$ cat config.mk
export PLATFORM = sky130hd
export DESIGN_NAME = temp_bcd_conv
export DESIGN_NICKNAME = d
export VERILOG_FILES = /design/src/rtl/temp_bcd_conv.sv
export SDC_FILE = /design/constraint.sdc
export NUM_CORES = 1
export LEC_CHECK = 0
export ABC_AREA = 1
export CAP_MARGIN = 20
export CORE_MARGIN = 1.5
export CORE_UTILIZATION = 45
export CTS_BUF_LIST = sky130_fd_sc_hd__clkbuf_16
export DETAILED_ROUTE_END_ITERATION = 10
export DONT_BUFFER_PORTS = 1
export SLEW_MARGIN = 0
export SYNTH_ARGS = -nofsm -noshare
export SYNTH_HDL_FRONTEND = slang
export SYNTH_SLANG_ARGS = --single-unit
$ cat constraint.sdc
create_clock -name clk -period 12.6 [get_ports clk]
set_clock_uncertainty 0.15 [all_clocks]
set_input_delay 0 -clock clk [delete_from_list [all_inputs] [get_ports clk]]
set_output_delay 0 -clock clk [all_outputs]
set_load 0.02 [all_outputs]
$ cat src/rtl/temp_bcd_conv.sv
// DS18B20 raw temperature word to hundredths of a degree C, binary and BCD.
// Clamps to [MIN_RAW, MAX_RAW] and rounds half up, then runs 14 double-dabble steps.
//
// Ports:
//   clk        in   system clock, rising edge
//   rst        in   asynchronous active-high reset
//   raw_temp   in   16-bit two's complement, LSB = 1/16 C
//   raw_valid  in   one-cycle strobe qualifying raw_temp
//   busy       out  conversion in progress
//   temp_data  out  magnitude in binary hundredths of a degree C
//   temp_bcd   out  same magnitude as 5 packed BCD digits
//   sign       out  negative temperature (never set for a zero result)
//   range_err  out  last accepted sample was clamped
//   overrun    out  sticky: raw_valid seen while busy
//   out_valid  out  one-cycle strobe marking new outputs
module temp_bcd_conv #(
  parameter logic [15:0] MAX_RAW = 16'h07D0,
  parameter logic [15:0] MIN_RAW = 16'hFC90
) (
  input  logic        clk,
  input  logic        rst,
  input  logic [15:0] raw_temp,
  input  logic        raw_valid,
  output logic        busy,
  output logic [19:0] temp_data,
  output logic [19:0] temp_bcd,
  output logic        sign,
  output logic        range_err,
  output logic        overrun,
  output logic        out_valid
);

  typedef enum logic [1:0] {
    IDLE,
    LOAD,
    SHIFT
  } state_t;

  state_t state;
  state_t state_nxt;

  logic [15:0] raw_q;
  logic [13:0] hund_q;
  logic [13:0] bin_q;
  logic [19:0] bcd_q;
  logic [3:0]  cnt;
  logic        neg_q;
  logic        clip_q;

  logic signed [15:0] raw_s;
  logic signed [15:0] clamped;
  logic               over;
  logic               under;
  logic [15:0]        mag;
  logic [15:0]        scaled;
  logic [13:0]        hund;
  logic [33:0]        step;
  logic               accept;
  logic               last;

  // One double-dabble iteration: correct nibbles, then shift {bcd, bin} left.
  function automatic logic [33:0] dd_step(
    input logic [19:0] b,
    input logic [13:0] v
  );
    logic [19:0] a;
    a = b;
    for (int i = 0; i < 5; i++) begin
      if (a[i*4 +: 4] >= 4'd5)
        a[i*4 +: 4] = a[i*4 +: 4] + 4'd3;
    end
    return {a, v} << 1;
  endfunction

  assign accept = (state == IDLE) && raw_valid;
  assign last   = (state == SHIFT) && (cnt == 4'd14);
  assign busy   = (state != IDLE);

  // Clamp and scale; the worst case 2000*25+2 still fits 16 bits.
  always_comb begin
    raw_s   = $signed(raw_q);
    over    = raw_s > $signed(MAX_RAW);
    under   = raw_s < $signed(MIN_RAW);
    clamped = raw_s;
    if (over)
      clamped = $signed(MAX_RAW);
    else if (under)
      clamped = $signed(MIN_RAW);
    mag    = clamped[15] ? 16'(-clamped) : 16'(clamped);
    scaled = mag * 16'd25 + 16'd2;
    hund   = 14'(scaled >> 2);
    step   = dd_step(bcd_q, bin_q);
  end

  always_ff @(posedge clk or posedge rst) begin
    if (rst)
      state <= IDLE;
    else
      state <= state_nxt;
  end

  always_comb begin
    state_nxt = state;
    unique case (state)
      IDLE:    if (raw_valid) state_nxt = LOAD;
      LOAD:    state_nxt = SHIFT;
      SHIFT:   if (cnt == 4'd14) state_nxt = IDLE;
      default: state_nxt = IDLE;
    endcase
  end

  // Working registers; cnt 0..13 are shift steps, 14 is the commit cycle.
  always_ff @(posedge clk or posedge rst) begin
    if (rst) begin
      raw_q  <= '0;
      hund_q <= '0;
      bin_q  <= '0;
      bcd_q  <= '0;
      cnt    <= '0;
      neg_q  <= 1'b0;
      clip_q <= 1'b0;
    end else begin
      if (accept)
        raw_q <= raw_temp;
      if (state == LOAD) begin
        hund_q <= hund;
        bin_q  <= hund;
        bcd_q  <= '0;
        cnt    <= '0;
        neg_q  <= clamped[15];
        clip_q <= over | under;
      end else if (state == SHIFT && !last) begin
        bcd_q <= step[33:14];
        bin_q <= step[13:0];
        cnt   <= cnt + 4'd1;
      end
    end
  end

  // Output registers only change on the commit cycle.
  always_ff @(posedge clk or posedge rst) begin
    if (rst) begin
      temp_data <= '0;
      temp_bcd  <= '0;
      sign      <= 1'b0;
      range_err <= 1'b0;
      overrun   <= 1'b0;
      out_valid <= 1'b0;
    end else begin
      out_valid <= last;
      if (raw_valid && busy)
        overrun <= 1'b1;
      if (last) begin
        temp_data <= {6'd0, hund_q};
        temp_bcd  <= bcd_q;
        sign      <= neg_q && (hund_q != 14'd0);
        range_err <= clip_q;
      end
    end
  end

endmodule

==> metrics.md, run 1 <==
| Metric | Value |
|---|---|
| Startpoint types | `register` |
| CTS tree | `yes` |
| Data required, critical path | `between 10 and 15 ns` |
| XOR/XNOR share of the synthesized area | `2.04%` |
| Top layer in use | `met4` |
| Die area | `between 15,000 and 20,000 sq um` |
| Inserted Diodes | `0` |
| Met3 wire length | `between 500 and 600 microns` |
| Crit path buffers/inverters | `6` |
| CORE AREA | `13,900 sq um` |
| Mapped Cells | `771` |
| Vias in the first global route | `4,689` |
| Nets@finish | `859` |
| Worst r2r src | `raw_q[6]` |
| CP max-delay cell | `fa_1` |
| Async set-or-reset flop fraction in the synthesized netlist | `100%` |
| Setup violators final | `0` |
| WL met2 | `6200 microns` |
| Critical path type | `reg2reg` |
| Post-synthesis adder-cell area fraction | `12.5%` |
| Cells resized by post-CTS repair | `0` |
| Area contributors post-synth | `dfrtp_1 43%, ha_1 9.7%, nand2_1 7.2%, inv_1 6.6%, o21ai_0 6.1%` |
| Post-synth top area share | `42.7%` |
| Gr usage total | `18.2%` |
| Initial Util | `46.3%` |
| Crit path launch | `raw_q[6]` |
| Slowest stage delay, CP | `about 0.49 ns` |
| # IOs | `64` |
| DRT iter0 DRCs | `262` |
| CP max FO | `10` |
| Complex-gate fraction of the synthesized area | `roughly 14%` |
| F_max | `174 MHz` |
| Top delay family on crit path | `adder cells` |
| DP Wirelength | `9600 microns` |
| Pin count of the biggest net entering global routing | `66` |
| Drt pass-1 iters | `5` |
| Multiplexer area fraction after synthesis | `roughly 1.4%` |
| Crit. End Element | `register` |
| EDFF count, synth | `0` |
| Die X | `123 microns` |
| CTS HTree Levels | `3` |
| Vias per cell | `5.15` |
| Synth Area per Inst | `8.37 sq um` |
| WL/cell | `13.7 microns` |
| Final period utilization | `45.7%` |
| Crit path depth | `33` |
| CTS Sinks | `110` |
| Slew Limit Fails | `0` |
| CTS Buffer Depth | `2` |
| Cell Rows | `43` |
| Status | `completed` |
| Unrepaired setup endpoints after global routing | `no` |
| Tmin final | `5.76 ns` |
| Largest family of logic cells by synthesized area | `simple AND/OR/NAND/NOR gates` |
| RD Place Congestion | `just over 0.9` |
| Die height | `123 microns` |
| Share of cells above drive strength 1 | `7.39%` |
| Post-DRT Antenna Nets | `0` |
| First-pass GRT wire length | `~22,000 microns` |
| Worst EP arrival | `5.83 ns` |
| Worst-Margin Slew | `0.840 ns` |
| Drc violations | `0` |
| Total wire length | `13,200 microns` |
| Final Hold Viols | `0` |
| Main flop type after synthesis | `dfrtp_1` |
| Warnings from Yosys | `0` |
| I/O Buffers | `0` |
| Reg-to-reg endpoint | `hund_q[11]` |
| Vias | `4,973` |
| FF+latch count, synth | `110` |
| Initial antenna violation count | `0` |
| Metal1 wirelength | `roughly 6300 microns` |
| Clk_lat worst skew | `between 0.3 and 0.4 ns` |
| Worst slew margin | `a little over two fifths` |
| FF-to-FF path depth | `33` |
| Crit-path most repeated cell | `nand2_1` |
| Worst setup path end | `hund_q[11]` |
| CTS root buf | `clkbuf_16` |
| CTS buffer count | `9` |
| Reg clk slew, reported paths | `0.07 ns` |
| Simple-Gate Fraction of Synth Area | `17.6%` |
| Overflow after GRT | `0` |
| Setup TNS | `0 ns` |
| Register area share after synthesis | `42.7%` |
| Worst min path class | `in2async` |
| Netlist area before placement | `6450 sq um` |
| Unique masters post-synth | `43` |
| Maxcap violations | `0` |
| R2R Setup Slk | `a little under 7 ns` |
| Synth area leader | `dfrtp_1` |
| P&R area growth vs syn | `8.88%` |
-- repair_timing --
item                                    CTS  global route
endpoints found under the hold margin    71             0
endpoints found under the setup margin    0             0
setup buffers                             0             0
hold buffers                             20             0
-- cell type report --
type / instances / area, sq um
fill: 1337 / 6910
multi-input combinational: 519 / 3110
sequential: 110 / 2750
inverter: 117 / 442
timing repair buffer: 24 / 230
clock buffer: 9 / 225
tap: 180 / 225
clock inverter: 6 / 38.8
-- synth_stat cells (2+ instances only) --
cell type    n
a21oi_1     61
xor2_1      10
xnor2_1      5
clkbuf_1    18
nor3_1       5
mux2_2       8
o21ai_0     78
nor4_1       2
o22ai_1      7
nand3_1     32
o21ai_1      3
ha_1        50
inv_2        4
dfrtp_1    110
nor2_1      70
o32ai_1      2
buf_4        6
nand2_1    124
nand2_2      9
o21ai_2      3
o31ai_1      4
nand3_2      4
inv_1      113
o211ai_1     3
o21bai_1     2
nor2_2       6
nand4_1      5
buf_6        2
a31oi_1      3
fa_1         9
-- worst min path at each step --
stage | end | slack [ns] | cells past startpoint
final | raw_q[1] | 0.1 | 2
after global routing | cnt[2] | 0.16 | 2
after CTS | cnt[3] | 0.11 | 2
after detailed placement | raw_q[1] | -0.13 | 1
after global placement | raw_q[1] | -0.14 | 1
after floorplan | raw_q[14] | -0.04 | 2
-- routing by layer --
| layer | GRT usage (%) | up-vias |
|---|---|---|
| met2 | 29.5 | 107 |
| li1 | - | 2513 |
| met1 | 24.7 | 2339 |
| met3 | 3.11 | 14 |
| met5 | 0 | - |
| met4 | 6.18 | 0 |
-- state kept, by name, indices dropped and copies added (netlist names), 2 cells and up --
name,cells
temp_bcd,20
hund_q,14
raw_q,16
temp_data,14
cnt,4
bcd_q,20
state,2
bin_q,14
-- logic make-up after synthesis --
group / Yosys count
xor+xnor: 15
flops: 110
fa+ha+maj: 59
buf+inv: 147
other cells: 1
compound gates: 170
mux: 8
simple gates: 261
-- stage by stage --
stage               instances  utilization (%)  cell area, sq um  setup WS [ns]  hold slack (ns)
floorplan                 776                -              6470           7.41          -0.0404
global placement          930             47.1              6560           7.03           -0.138
detailed placement        930             47.1              6560           6.88           -0.126
CTS                       965             50.4              7020           6.85            0.111
global route              965             50.4              7020           6.23            0.159
finish                    965             50.4              7020           6.84           0.0968
-- cell usage in the layout (no fill, tap or decap), types with 7 or more instances in the layout --
cell,count
o21ai_0,78
xor2_1,10
ha_1,50
mux2_2,8
nor2_1,70
dfrtp_1,110
clkbuf_16,9
inv_1,113
o22ai_1,7
nand2_2,9
nand2_1,124
fa_1,9
a21oi_1,61
nand3_1,32
dlygate4sd3_1,20
Power of run 1 is left out: the tool's default activity adds up to more than one toggle a clock period on the data nets, which glitch-free logic cannot reach.
==> run 2, diff against run 1 <==
==> constraint.sdc (replaced) <==
create_clock -name clk -period 6 [get_ports clk]
set_clock_uncertainty 0.15 [all_clocks]
set_input_delay 0 -clock clk [delete_from_list [all_inputs] [get_ports clk]]
set_output_delay 0 -clock clk [all_outputs]
set_load 0.02 [all_outputs]
==> metrics.md, run 2 (synthesis results as in run 1) <==
| Metric | Value |
|---|---|
| Status | `completed (unchanged)` |
| Cell Rows | `43 (unchanged)` |
| Crit path buffers/inverters | `6 (unchanged)` |
| Fin area | `7080 sq um (was 7020 sq um)` |
| Setup TNS | `0 ns (unchanged)` |
| First-pass GRT wire length | `22,300 microns (was 21,800 microns)` |
| I/O Buffers | `0 (unchanged)` |
| Post-CTS setup buffers | `0 (unchanged)` |
| Slew Limit Fails | `0 (unchanged)` |
| Reg clk slew, reported paths | `0.07 ns (about the same)` |
| CTS Buffer Depth | `2 (unchanged)` |
| Vias | `5,004 (was 4,973)` |
| Die height | `123 microns (unchanged)` |
| CP max FO | `10 (unchanged)` |
| Setup ws final | `0.432 ns (was 6.84 ns)` |
| Worst-Margin Slew | `0.858 ns (was 0.840 ns)` |
| WL/cell | `14.0 microns (was 13.7 microns)` |
| Slowest stage delay, CP | `0.49 ns (about the same)` |
| P&R area growth vs syn | `9.68% (was 8.88%)` |
| Crit-path most repeated cell | `nand2_1 (unchanged)` |
| CTS tree | `yes (unchanged)` |
| Critical path type | `reg2reg (unchanged)` |
| CP max-delay cell | `fa_1 (unchanged)` |
| CTS buffer count | `9 (unchanged)` |
| Pre-CTS setup slack | `0.188 ns (was 6.88 ns)` |
| Drc violations | `0 (unchanged)` |
| Overflow after GRT | `0 (unchanged)` |
| Data required, critical path | `6.08 ns (was 12.67 ns)` |
| Startpoint types | `register (unchanged)` |
| F_max | `180 MHz (was 174 MHz)` |
| Final period utilization | `92.8% (was 45.7%)` |
| Top delay family on crit path | `adder cells (unchanged)` |
| Unrepaired setup endpoints after global routing | `no (unchanged)` |
| Clk_lat worst skew | `0.36 ns (was 0.35 ns)` |
| Commonest cells after routing, fill and taps aside | `124 x nand2_1, 111 x inv_1, 110 x dfrtp_1 (was 124 x nand2_1, 113 x inv_1, 110 x dfrtp_1)` |
| Maxcap violations | `0 (unchanged)` |
| Share of cells above drive strength 1 | `8.39% (was 7.39%)` |
| Die X | `123 microns (unchanged)` |
| Crit. End Element | `register (unchanged)` |
| CTS Sinks | `110 (unchanged)` |
| Most common cell after layout, fill and taps aside | `nand2_1 (unchanged)` |
| Setup violators final | `0 (unchanged)` |
| RD Place Congestion | `0.886 (was 0.915)` |
| Worst slew margin | `42.7% (was 43.9%)` |
| Drt pass-1 iters | `7 (was 5)` |
| Post-DRT Antenna Nets | `0 (unchanged)` |
| Total wire length | `13,500 microns (was 13,200 microns)` |
| Worst EP arrival | `5.64 ns (was 5.83 ns)` |
| Worst r2r src | `raw_q[9] (was raw_q[6])` |
| Crit path launch | `raw_q[9] (was raw_q[6])` |
| Vias per cell | `5.17 (was 5.15)` |
| Pin count of the biggest net entering global routing | `66 (unchanged)` |
| Worst min path class | `in2async (unchanged)` |
| Vias in the first global route | `4,918 (was 4,689)` |
| CTS HTree Levels | `3 (unchanged)` |
| Gr usage total | `18.6% (was 18.2%)` |
| Final Hold Viols | `0 (unchanged)` |
| CORE AREA | `13,900 sq um (unchanged)` |
| Nets@finish | `860 (was 859)` |
| Die area | `15,100 sq um (unchanged)` |
| DRT iter0 DRCs | `275 (was 262)` |
| Inserted Diodes | `0 (unchanged)` |
| # IOs | `64 (unchanged)` |
| DP Wirelength | `9780 microns (was 9600 microns)` |
| Initial Util | `46.3% (unchanged)` |
| Regs by FF count | `bcd_q: 20 flops, temp_bcd: 20 flops, raw_q: 16 flops (unchanged)` |
| CTS root buf | `clkbuf_16 (unchanged)` |
| Initial antenna violation count | `0 (unchanged)` |
| Tmin final | `5.57 ns (was 5.76 ns)` |
| Post-Place Cell Area | `6570 sq um (was 6560 sq um)` |
-- run 2: metrics by stage --
step | std cells | hold slack (ns) | utilization [%]
after floorplan | 776 | -0.0404 | -
after global placement | 931 | -0.133 | 47.1
after detailed placement | 931 | -0.121 | 47.1
after CTS | 967 | 0.107 | 50.6
after global routing | 967 | 0.154 | 50.8
final | 967 | 0.0779 | 50.8
-- run 2: layer usage --
layer | vias up | GRT usage, % | share of wire, %
met2 | 121 | 31.0 | 48
met3 | 16 | 3.90 | 4.5
li1 | 2518 | - | -
met5 | - | 0 | 0
met4 | 0 | 6.18 | 1.5
met1 | 2349 | 24.0 | 46
-- run 2: cell type report --
cell class / count / area, sq um
Inverter: 117 / 444
Fill cell: 1318 / 6860
Sequential cell: 110 / 2750
Tap cell: 180 / 225
Multi-Input combinational cell: 519 / 3140
Clock inverter: 7 / 55.1
Timing Repair Buffer: 25 / 238
Clock buffer: 9 / 225
-- run 2: final timing paths --
| kind | endpoint | slack [ns] | cells past startpoint |
|---|---|---|---|
| setup reg to reg | hund_q[11] | 0.43 | 33 |
| max in group asynchronous | bcd_q[0] | 4.44 | 3 |
| hold reg to reg | bin_q[0] | 0.33 | 2 |
| setup / recovery | hund_q[11] | 0.43 | 33 |
| hold / removal | raw_q[1] | 0.08 | 2 |
| min in group clk | raw_q[13] | 0.15 | 3 |
-- run 2: repair_timing --
action	CTS	global route
setup endpoints to repair	0	9
hold buffers	20	0
gates resized for setup	0	7
hold endpoints to repair	71	0
Power of run 2 is left out for the same reason.
==> run 3, diff against run 2 <==
--- a/config.mk
+++ b/config.mk
@@ -5,7 +5,6 @@
 export SDC_FILE = /design/constraint.sdc
 export NUM_CORES = 1
 export LEC_CHECK = 0
-export ABC_AREA = 1
 export CAP_MARGIN = 20
 export CORE_MARGIN = 1.5
 export CORE_UTILIZATION = 45
==> metrics.md, run 3 <==
| Metric | Value |
|---|---|
| Initial antenna violation count | `0 (unchanged)` |
| Slowest stage delay, CP | `0.57 ns (was 0.49 ns)` |
| Reg clk slew, reported paths | `0.08 ns (was 0.07 ns)` |
| EDFF count, synth | `0 (unchanged)` |
| Vias in the first global route | `4,920 (was 4,918)` |
| Slew Limit Fails | `0 (unchanged)` |
| Initial Util | `46.3% (about the same)` |
| Synth Area per Inst | `9.88 sq um (was 8.37 sq um)` |
| Final Hold Viols | `0 (unchanged)` |
| Startpoint types | `register (unchanged)` |
| DRT iter0 DRCs | `328 (was 275)` |
| Nets@finish | `754 (was 860)` |
| # IOs | `64 (unchanged)` |
| Tmin final | `5.59 ns (was 5.57 ns)` |
| Gr usage total | `19.9% (was 18.6%)` |
| Maxcap violations | `0 (unchanged)` |
| Synth area leader | `dfrtp_1 (unchanged)` |
| CTS HTree Levels | `3 (unchanged)` |
| Most common cell after layout, fill and taps aside | `dfrtp_1 (was nand2_1)` |
| Largest family of logic cells by synthesized area | `simple AND/OR/NAND/NOR gates (unchanged)` |
| Regs by FF count | `bcd_q: 20 flops, temp_bcd: 20 flops, raw_q: 16 flops (unchanged)` |
| Worst slew margin | `32.3% (was 42.7%)` |
| Worst r2r src | `raw_q[4] (was raw_q[9])` |
| Inserted Diodes | `0 (unchanged)` |
| CTS buffer count | `9 (unchanged)` |
| Main flop type after synthesis | `dfrtp_1 (unchanged)` |
| Clk_lat worst skew | `0.35 ns (was 0.36 ns)` |
| Commonest cells post-synth | `110 x dfrtp_1, 68 x nand2_1, 50 x ha_1, 49 x mux2_2, 48 x inv_1 (was 124 x nand2_1, 113 x inv_1, 110 x dfrtp_1, 78 x o21ai_0, 70 x nor2_1)` |
| Crit path launch | `raw_q[4] (was raw_q[9])` |
| Pin count of the biggest net entering global routing | `59 (was 66)` |
| Drc violations | `0 (unchanged)` |
| Die X | `123 microns (about the same)` |
| Cell Rows | `43 (unchanged)` |
| Complex-gate fraction of the synthesized area | `12.4% (was 14.2%)` |
| Share of cells above drive strength 1 | `15.3% (was 8.39%)` |
| DP Wirelength | `10,200 microns (was 9780 microns)` |
| Multiplexer area fraction after synthesis | `9.44% (was 1.40%)` |
| Drt pass-1 iters | `5 (was 7)` |
| Commonest cells after routing, fill and taps aside | `109 x dfrtp_1, 68 x nand2_1, 49 x mux2_2, 49 x ha_1, 48 x inv_1 (was 124 x nand2_1, 111 x inv_1, 110 x dfrtp_1)` |
| Mapped Cells | `656 (was 771)` |
| CP max FO | `5 (was 10)` |
| F_max | `179 MHz (was 180 MHz)` |
| First-pass GRT wire length | `23,800 microns (was 22,300 microns)` |
| XOR/XNOR share of the synthesized area | `3.38% (was 2.04%)` |
| Worst min path class | `in2async (unchanged)` |
| CORE AREA | `14,000 sq um (was 13,900 sq um)` |
| Total wire length | `14,200 microns (was 13,500 microns)` |
| Crit-path most repeated cell | `ha_1 (was nand2_1)` |
| Post-synth top area share | `42.5% (was 42.7%)` |
| P&R area growth vs syn | `12.9% (was 9.68%)` |
| RD Place Congestion | `0.884 (was 0.886)` |
| Post-synthesis adder-cell area fraction | `12.4% (was 12.5%)` |
| Async set-or-reset flop fraction in the synthesized netlist | `100% (unchanged)` |
| Unrepaired setup endpoints after global routing | `no (unchanged)` |
| Register area share after synthesis | `42.5% (was 42.7%)` |
| Placed cells | `821 (was 931)` |
| Finished Layout Cells | `861 (was 967)` |
| Critical path type | `reg2reg (unchanged)` |
| CP max-delay cell | `or4_4 (was fa_1)` |
| Unique masters post-synth | `51 (was 43)` |
| Crit. End Element | `register (unchanged)` |
| Vias | `4,808 (was 5,004)` |
| Overflow after GRT | `0 (unchanged)` |
| Status | `completed (unchanged)` |
| Simple-Gate Fraction of Synth Area | `14.9% (was 17.6%)` |
| Die height | `123 microns (about the same)` |
| FF+latch count, synth | `110 (unchanged)` |
| Area contributors post-synth | `dfrtp_1 42%, ha_1 9.7%, mux2_2 8.5%, nand2_1 3.9%, o21ai_0 3.6% (was dfrtp_1 43%, ha_1 9.7%, nand2_1 7.2%, inv_1 6.6%, o21ai_0 6.1%)` |
| Setup TNS | `0 ns (unchanged)` |
| Data required, critical path | `6.08 ns (about the same)` |
| Vias per cell | `5.58 (was 5.17)` |
| Worst-Margin Slew | `1.01 ns (was 0.858 ns)` |
| CTS tree | `yes (unchanged)` |
| Post-DRT Antenna Nets | `0 (unchanged)` |
| CTS Buffer Depth | `2 (unchanged)` |
| WL/cell | `16.5 microns (was 14.0 microns)` |
| Setup violators final | `0 (unchanged)` |
| Netlist area before placement | `6480 sq um (was 6450 sq um)` |
| I/O Buffers | `0 (unchanged)` |
| Worst EP arrival | `5.67 ns (was 5.64 ns)` |
| CTS root buf | `clkbuf_16 (unchanged)` |
| Die area | `15,100 sq um (about the same)` |
| Warnings from Yosys | `0 (unchanged)` |
| CTS Sinks | `110 (unchanged)` |
| Most numerous cell in the Yosys netlist | `dfrtp_1 (was nand2_1)` |
| Final period utilization | `93.1% (was 92.8%)` |
-- run 3: worst max-delay path, delay by kind of cell (launching register included) --
kind / cells / cell delay (ns)
compound gates: 6 / 0.87
simple gates: 9 / 1.87
fa+ha+maj: 6 / 1.81
flops: 1 / 0.38
buf+inv: 2 / 0.10
xor+xnor: 2 / 0.27
-- run 3: layout make-up --
class                           count  area, sq um
Clock buffer                        9          225
Multi-Input combinational cell    471         3500
Timing Repair Buffer               36          325
Clock inverter                      7          106
Inverter                           48          183
Fill cell                        1276         6670
Tap cell                          180          225
Sequential cell                   110         2750
-- run 3: stage by stage --
step | area [sq um] | hold WS (ns) | setup slack [ns] | utilization (%)
floorplan | 6500 | -0.0332 | 0.0697 | -
global placement | 6690 | -0.129 | 0.329 | 47.8
detailed placement | 6690 | -0.124 | 0.167 | 47.8
CTS | 7240 | 0.114 | 0.124 | 51.8
global route | 7320 | 0.159 | 0.0383 | 52.3
finish | 7320 | 0.0836 | 0.415 | 52.3
-- run 3: repair_timing --
action | CTS | global route
endpoints found under the hold margin | 70 | 0
buffers inserted | 0 | 2
hold buffers | 22 | 0
gates resized for setup | 0 | 13
endpoints found under the setup margin | 0 | 6
-- run 3: worst paths after layout --
kind	to	slack (ns)	cells past startpoint
hold reg to reg	bin_q[0]	0.34	2
setup reg to reg	hund_q[13]	0.41	25
setup / recovery	hund_q[13]	0.41	25
hold / removal	overrun	0.08	2
max in group asynchronous	range_err	4.46	3
min in group clk	raw_q[4]	0.18	2
-- run 3: kinds of logic (layout without fill, tap and decap cells) --
group / count (synthesis) / count (layout)
buffers and inverters: 80 / 100
AOI/OAI and AO/OA: 129 / 129
DFF: 110 / 110
and+or+nand+nor: 197 / 197
xor gates and xnor gates: 25 / 25
other: 1 / 6
muxes: 55 / 55
adders and majority gates: 59 / 59
-- run 3: per-layer routing --
layer	vias to the layer above	part of all wire, %	global-route usage (%)
met5	-	0	0
met4	0	1.4	5.46
met3	17	4.4	4.15
met2	114	49	34.1
met1	2356	45	25.4
li1	2321	-	-
Power of run 3 is left out for the same reason.
